**config.mk**
```make
export PLATFORM = sky130hd
export DESIGN_NAME = arm_fetch_stage
export DESIGN_NICKNAME = d
export VERILOG_FILES = /design/src/rtl/arm_fetch_stage.sv
export SDC_FILE = /design/constraint.sdc
export NUM_CORES = 1
export LEC_CHECK = 0
export ABC_AREA = 1
export BUFFER_PORTS_ARGS = -buffer_cell sky130_fd_sc_hd__buf_2
export CORE_MARGIN = 8
export CORE_UTILIZATION = 49
export CTS_BUF_LIST = sky130_fd_sc_hd__clkbuf_4 sky130_fd_sc_hd__clkbuf_8
export DETAILED_ROUTE_END_ITERATION = 6
export PLACE_DENSITY = 0.79
export SLEW_MARGIN = 25
export SYNTH_ARGS = -nofsm -noshare
export SYNTH_HDL_FRONTEND = slang
export SYNTH_SLANG_ARGS = --single-unit
```
**constraint.sdc**
```tcl
create_clock -name clk -period 4.5 [get_ports clk]
set_clock_uncertainty 0.05 [all_clocks]
set_input_delay 0.225 -clock clk [delete_from_list [all_inputs] [get_ports clk]]
set_output_delay 0.225 -clock clk [all_outputs]
set_load 0.01 [all_outputs]
```
**src/rtl/arm_fetch_stage.sv**
```systemverilog
// arm_fetch_stage: PC owner and IF/ID register with redirect, freeze and memory-wait handling.
module arm_fetch_stage #(
  parameter logic [31:0] RESET_PC = 32'h0000_0000
) (
  input  logic        clk,
  input  logic        rst,
  output logic [31:0] imem_addr,
  input  logic [31:0] imem_data,
  input  logic        imem_ready,
  input  logic        freeze,
  input  logic        branch_taken,
  input  logic [31:0] branch_addr,
  output logic [31:0] if_id_instr,
  output logic [31:0] if_id_pc,
  output logic        if_id_valid,
  output logic [31:0] fetch_count,
  output logic [31:0] stall_count
);
  logic [31:0] r_pc, r_instr, r_if_pc, r_fetch, r_stall;
  logic        r_valid;
  logic [31:0] w_pc_next;
  assign w_pc_next   = r_pc + 32'd4;
  assign imem_addr   = r_pc;
  assign if_id_instr = r_instr;
  assign if_id_pc    = r_if_pc;
  assign if_id_valid = r_valid;
  assign fetch_count = r_fetch;
  assign stall_count = r_stall;
  // Priority: redirect > freeze > memory wait > advance.
  always_ff @(posedge clk or posedge rst)
    if (rst) begin
      r_pc    <= RESET_PC;
      r_instr <= '0;
      r_if_pc <= '0;
      r_valid <= 1'b0;
      r_fetch <= '0;
      r_stall <= '0;
    end else if (branch_taken) begin
      r_pc    <= {branch_addr[31:2], 2'b00};
      r_instr <= '0;
      r_if_pc <= '0;
      r_valid <= 1'b0;
    end else if (freeze) begin
      r_stall <= r_stall + 32'd1;
    end else if (!imem_ready) begin
      r_instr <= '0;
      r_valid <= 1'b0;
    end else begin
      r_pc    <= w_pc_next;
      r_instr <= imem_data;
      r_if_pc <= w_pc_next;
      r_valid <= 1'b1;
      r_fetch <= r_fetch + 32'd1;
    end
endmodule

```
======== Word-level counts from Yosys, hierarchy flattened ========
Index checks and enable logic that the tools add are counted.
storage, ports and cells
  word-level logic and storage cells ...... 26
  output and inout port bits .............. 161
  bits of input ports ..................... 69
  register bits ........................... 161
operators by class
  multiplexer cells ....................... 10
  $add $sub $neg .......................... 3
  reduce and logical (&&, ||, !) cells .... 4
  bitwise gates (word level) .............. 2
  eq/ne operators ......................... 1
operators by type and width
  cell                     count
  $mux W32                 7
  $add A32 B1 Y32 const B  2
  $add A32 B3 Y32 const B  1
  $reduce_and A2 Y1        2
  $mux W1                  3
  $reduce_and A3 Y1        1
  $ne A2 B1 Y1 const B     1
  $not A1 Y1               2
  $reduce_bool A2 Y1       1

======== Longest topological paths before layout ========
  word-level depth ........................ 4
  depth in mapped cells ................... 10

======== Least setup slack after synthesis ========
Ideal clock, no wire load.
  kind .................................... reg2reg
  from .................................... register r_pc[3], in the netlist imem_addr[3]
  to ...................................... register r_pc[22], in the netlist imem_addr[22]
  path slack .............................. 2.948 ns
  library setup time ...................... 0.126 ns
  cell stages (with the launch flop) ...... 9
  path buffers ............................ 0
  arrival ................................. 1.376 ns
  cell sequence ........................... dfrtp_1 ha_1 nand2_1 nor2_4 nand2_2 nor2_2 nand3_1 nand3_1 nand3_1
on the way
  cells in the longest elaborated chain, start to end .. 4
RTL lines
  item                    line  text
  start, declared         19    logic [31:0] r_pc, r_instr, r_if_pc, r_fetch, r_stall;
  start signal, assigned  39    r_pc <= {branch_addr[31:2], 2'b00};
  start signal, assigned  49    r_pc <= w_pc_next;
  $add A32 B3 Y32         22    assign w_pc_next = r_pc + 32'd4;
  $mux W32                45    end else if (!imem_ready) begin
  $mux W32                43    end else if (freeze) begin
  $mux W32                38    end else if (branch_taken) begin
No other way between the ends. The select of a mux whose other input is x is not followed.
A chain may end at the register's enable or synchronous reset.

======== Worst setup path in the final report ========
  from .................................... input port branch_taken
  to ...................................... register r_stall[23], in the netlist stall_count[23]
on the way
  cells in the longest elaborated chain, start to end .. 2
RTL lines
  item                         line  text
  start, declared              11    input logic branch_taken,
  $not A1 Y1 (no line)         --
  $reduce_and A2 Y1 (no line)  --
  end signal, assigned         44    r_stall <= r_stall + 32'd1;
  end, declared                19
No other way between the ends.

==> impl_metrics.yaml <==
routing:
  post_drt_wl_per_cell_um: 15.4
  antenna_left: 0
  firstDrtPassIters: 4
  via_count: 7703
  drt_wl_total_um: 23500
  via_per_inst: 5.06
  drtIter0Drc: 394
  drc: 0
placed_design:
  io_buffers: 225
  place.gp.congestion: 0.897
  dp_hpwl_um: 16800
  place_area_um2: 9330
critical_path:
  end_kind: "flip-flop"
  crit_type: "in -> reg"
  crit_path_top_delay_cell: "inv_2"
  path_cells: "buf_2, inv_4, nand2_4, inv_2, nand4_1, nor2_2, nand2_1, nand2_1, nand2_1"
  crit_arrival_ns: 2.26
  start_kind: "input port"
  cp_slowest_stage_delay_ns: 0.54
  worst-path-stages: 9
  crit_buf_inv: 3
  worstPathRequired_ns: 4.80
  ff2ff_path_depth: 9
  path_delay_family: "buffers and inverters"
  cp_common_cell: "nand2_1"
  critPathMaxFanout: 39
timing:
  hold_violations: 62
  slew-limit-headroom_pct: 43.9
  rsz0062_at_grt: "false"
  setup_violations: 0
  worst_pin_slew_ns: 0.841
  fmax_mhz: 509
  fin_setup_tns_ns: 0
  period_needed_ns: 1.96
  maxSlewViolCount: 0
  holdWs_ns: -0.0573
  finalCritPeriodShare_pct: 43.6
logic_synthesis:
  synth_warnings: 0
  postSynth.asyncResetShare_pct: 100
  yosysMostFrequentCell: "nand2_1"
  synth_top_area_share_pct: 49.4
  syn_inst: 1006
  ys_ff_latch: 158
  syn_area_per_cell_um2: 7.96
  synth_top_area_cell: "dfrtp_1"
  synth_flop_cell: "dfrtp_1"
  synth_area_um2: 8010
  synth_common_cells: "nand2_1 (368), dfrtp_1 (158), nor2_1 (106)"
  yosys.cell_types.count: 36
  synth_edf_count: 0
  synth.area.top_cells: "dfrtp_1 (49%), nand2_1 (17%), nor2_1 (5.0%)"
  yosysSeqAreaShare_pct: 49.4
cells_and_area:
  area_growth_pct: 29.6
  multi_input_area_um2: 3600
  ff_latch_area_um2: 3950
  fill_cells: 1376
  drive_above_1_share_pct: 23.2
  finalNetCount: 1363
  final_cell_area_um2: 10400
floorplan:
  die_w_um: 144
  core_um2: 15900
  rows: 46
  io_pins: 230
  start_util_pct: 50.2
  dieArea_um2: 20700
  die_y_um: 144
clocking:
  clk-insertion-delay-late_ns: 0.46
  cts.sinks: 158
  clk_pin_slew_worst_paths_ns: 0.08
  ctsResizeCount: 0
  cts_buffer_depth: 2
  root_buffer: "clkbuf_8"
  h-tree-depth: 4
  tritoncts: "done"
  numCtsBuffers: 17
hold_path:
  hp-class: "in -> async"
global_routing:
  grt_pass1_wl_um: 38000
  grt_pass1_vias: 7583
  grt_max_degree: 159
  grt.overflow.total: 0
  grt.total_usage_pct: 23.2
  antenna_found_initial: 1
power:
  p_leak_nw: 5.52
  pwr_density_cell_nw_per_um2: 324
  vdd_drop_max_mv: 0.170
status:
  violations: "hold timing"
  outcome: "finished with violations"
job:
  maxCapViolCount: 0
-- layout by cell type, fill, tap and decap left out, types with 2 or more instances in the layout --
cell           Yosys  layout
nand2_1          368     368
buf_2              7     225
dfrtp_1          158     158
nor2_1           106     106
inv_1             85      84
nand3_1           72      72
dlygate4sd3_1      0      60
a22o_1            33      33
o21ai_0           24      24
xnor2_1           20      20
clkbuf_8           0      18
xor2_1            17      17
nand4_1           16      16
nand3b_1          13      13
nor2_2            12      12
nor2_4             8       8
a21oi_1            5       5
o21a_1             5       5
o211ai_1           5       5
clkbuf_4           0       5
nor3_1             4       4
inv_2              4       4
nand2_2            4       4
clkinvlp_4         0       4
bufinv_16          0       4
diode_2            0       3
and2_1             3       3
or2_2              3       3
o21bai_1           3       3
ha_1               3       3
nand4_2            2       2
nand2_4            2       2
conb_1             1       2
clkinv_4           0       2
buf_4              6       2
-- per-layer routing --
metal	GRT usage [%]	routed length [um]	vias to the layer above
li1	-	-	3788
met1	28.0	9600	3613
met2	37.5	11400	250
met3	7.17	1830	52
met4	10.1	680	0
met5	0	0	-
-- worst paths after layout --
check,startpoint,slack (ns),endpoint
setup reg to reg,imem_addr[3]$_DFFE_PP0N_,2.74,if_id_pc[28]$_DFFE_PP0N_
min in group clk,branch_addr[24],0.03,imem_addr[24]$_DFFE_PP0N_
hold / removal,rst,-0.06,fetch_count[22]$_DFFE_PP0P_
max in group asynchronous,rst,3.83,imem_addr[16]$_DFFE_PP0N_
setup / recovery,branch_taken,2.54,stall_count[23]$_DFFE_PP0P_
hold reg to reg,if_id_pc[3]$_DFFE_PP0N_,0.43,if_id_pc[3]$_DFFE_PP0N_
-- where the power goes --
part / total, mW / switching [mW] / leakage (nW) / internal, mW
clock: 1.18 / 0.525 / 0.218 / 0.652
combinational: 0.545 / 0.319 / 3.22 / 0.225
sequential: 1.64 / 0.121 / 2.08 / 1.52
-- flip-flops by register name (all words and copies together), names as in the netlist --
| signal | count |
|---|---|
| if_id_pc | 31 |
| fetch_count | 32 |
| imem_addr | 30 |
| if_id_instr | 32 |
| if_id_valid | 1 |
| stall_count | 32 |
-- timing repair --
action / in CTS / in global routing
hold endpoints to repair: 60 / 0
setup buffers: 0 / 0
hold buffers: 60 / 0
-- tightest hold or removal path, delay by kind of cell --
family | cells | cell delay, ns
buffers and inverters | 3 | 0.75
-- stage by stage --
stage	hold WS, ns	utilization, %	setup slack (ns)	total power, mW	cells
2_1_floorplan	0.292	-	2.22	1.94	1007
3_5_place_dp	0.381	58.5	2.06	2.17	1428
3_3_place_gp	0.379	58.5	2.04	2.16	1428
4_1_cts	0.00359	65.1	2.56	3.39	1520
6_report	-0.0573	65.1	2.54	3.37	1523
5_1_grt	0.0104	65.1	2.34	3.53	1521
-- area by class of cell --
type	count	share of cell area [%]
flip-flops and latches	158	38.1
multi-input cells	735	34.7
repair buffers	288	17.0
inverters	91	3.35
clock buffers	23	2.75
well taps	216	2.60
clock inverters	9	1.54
diodes	3	0.0723
-- cells by family after synthesis --
family / after synthesis / share of synthesized area, %
AOI/OAI and AO/OA: 75 / 6.64
buffers and inverters: 114 / 5.76
adders and majority gates: 3 / 0.469
xor gates and xnor gates: 37 / 4.05
other: 1 / 0.0468
and+or+nand+nor: 618 / 33.7
DFF: 158 / 49.4
Power figures use the tool's default switching activity.
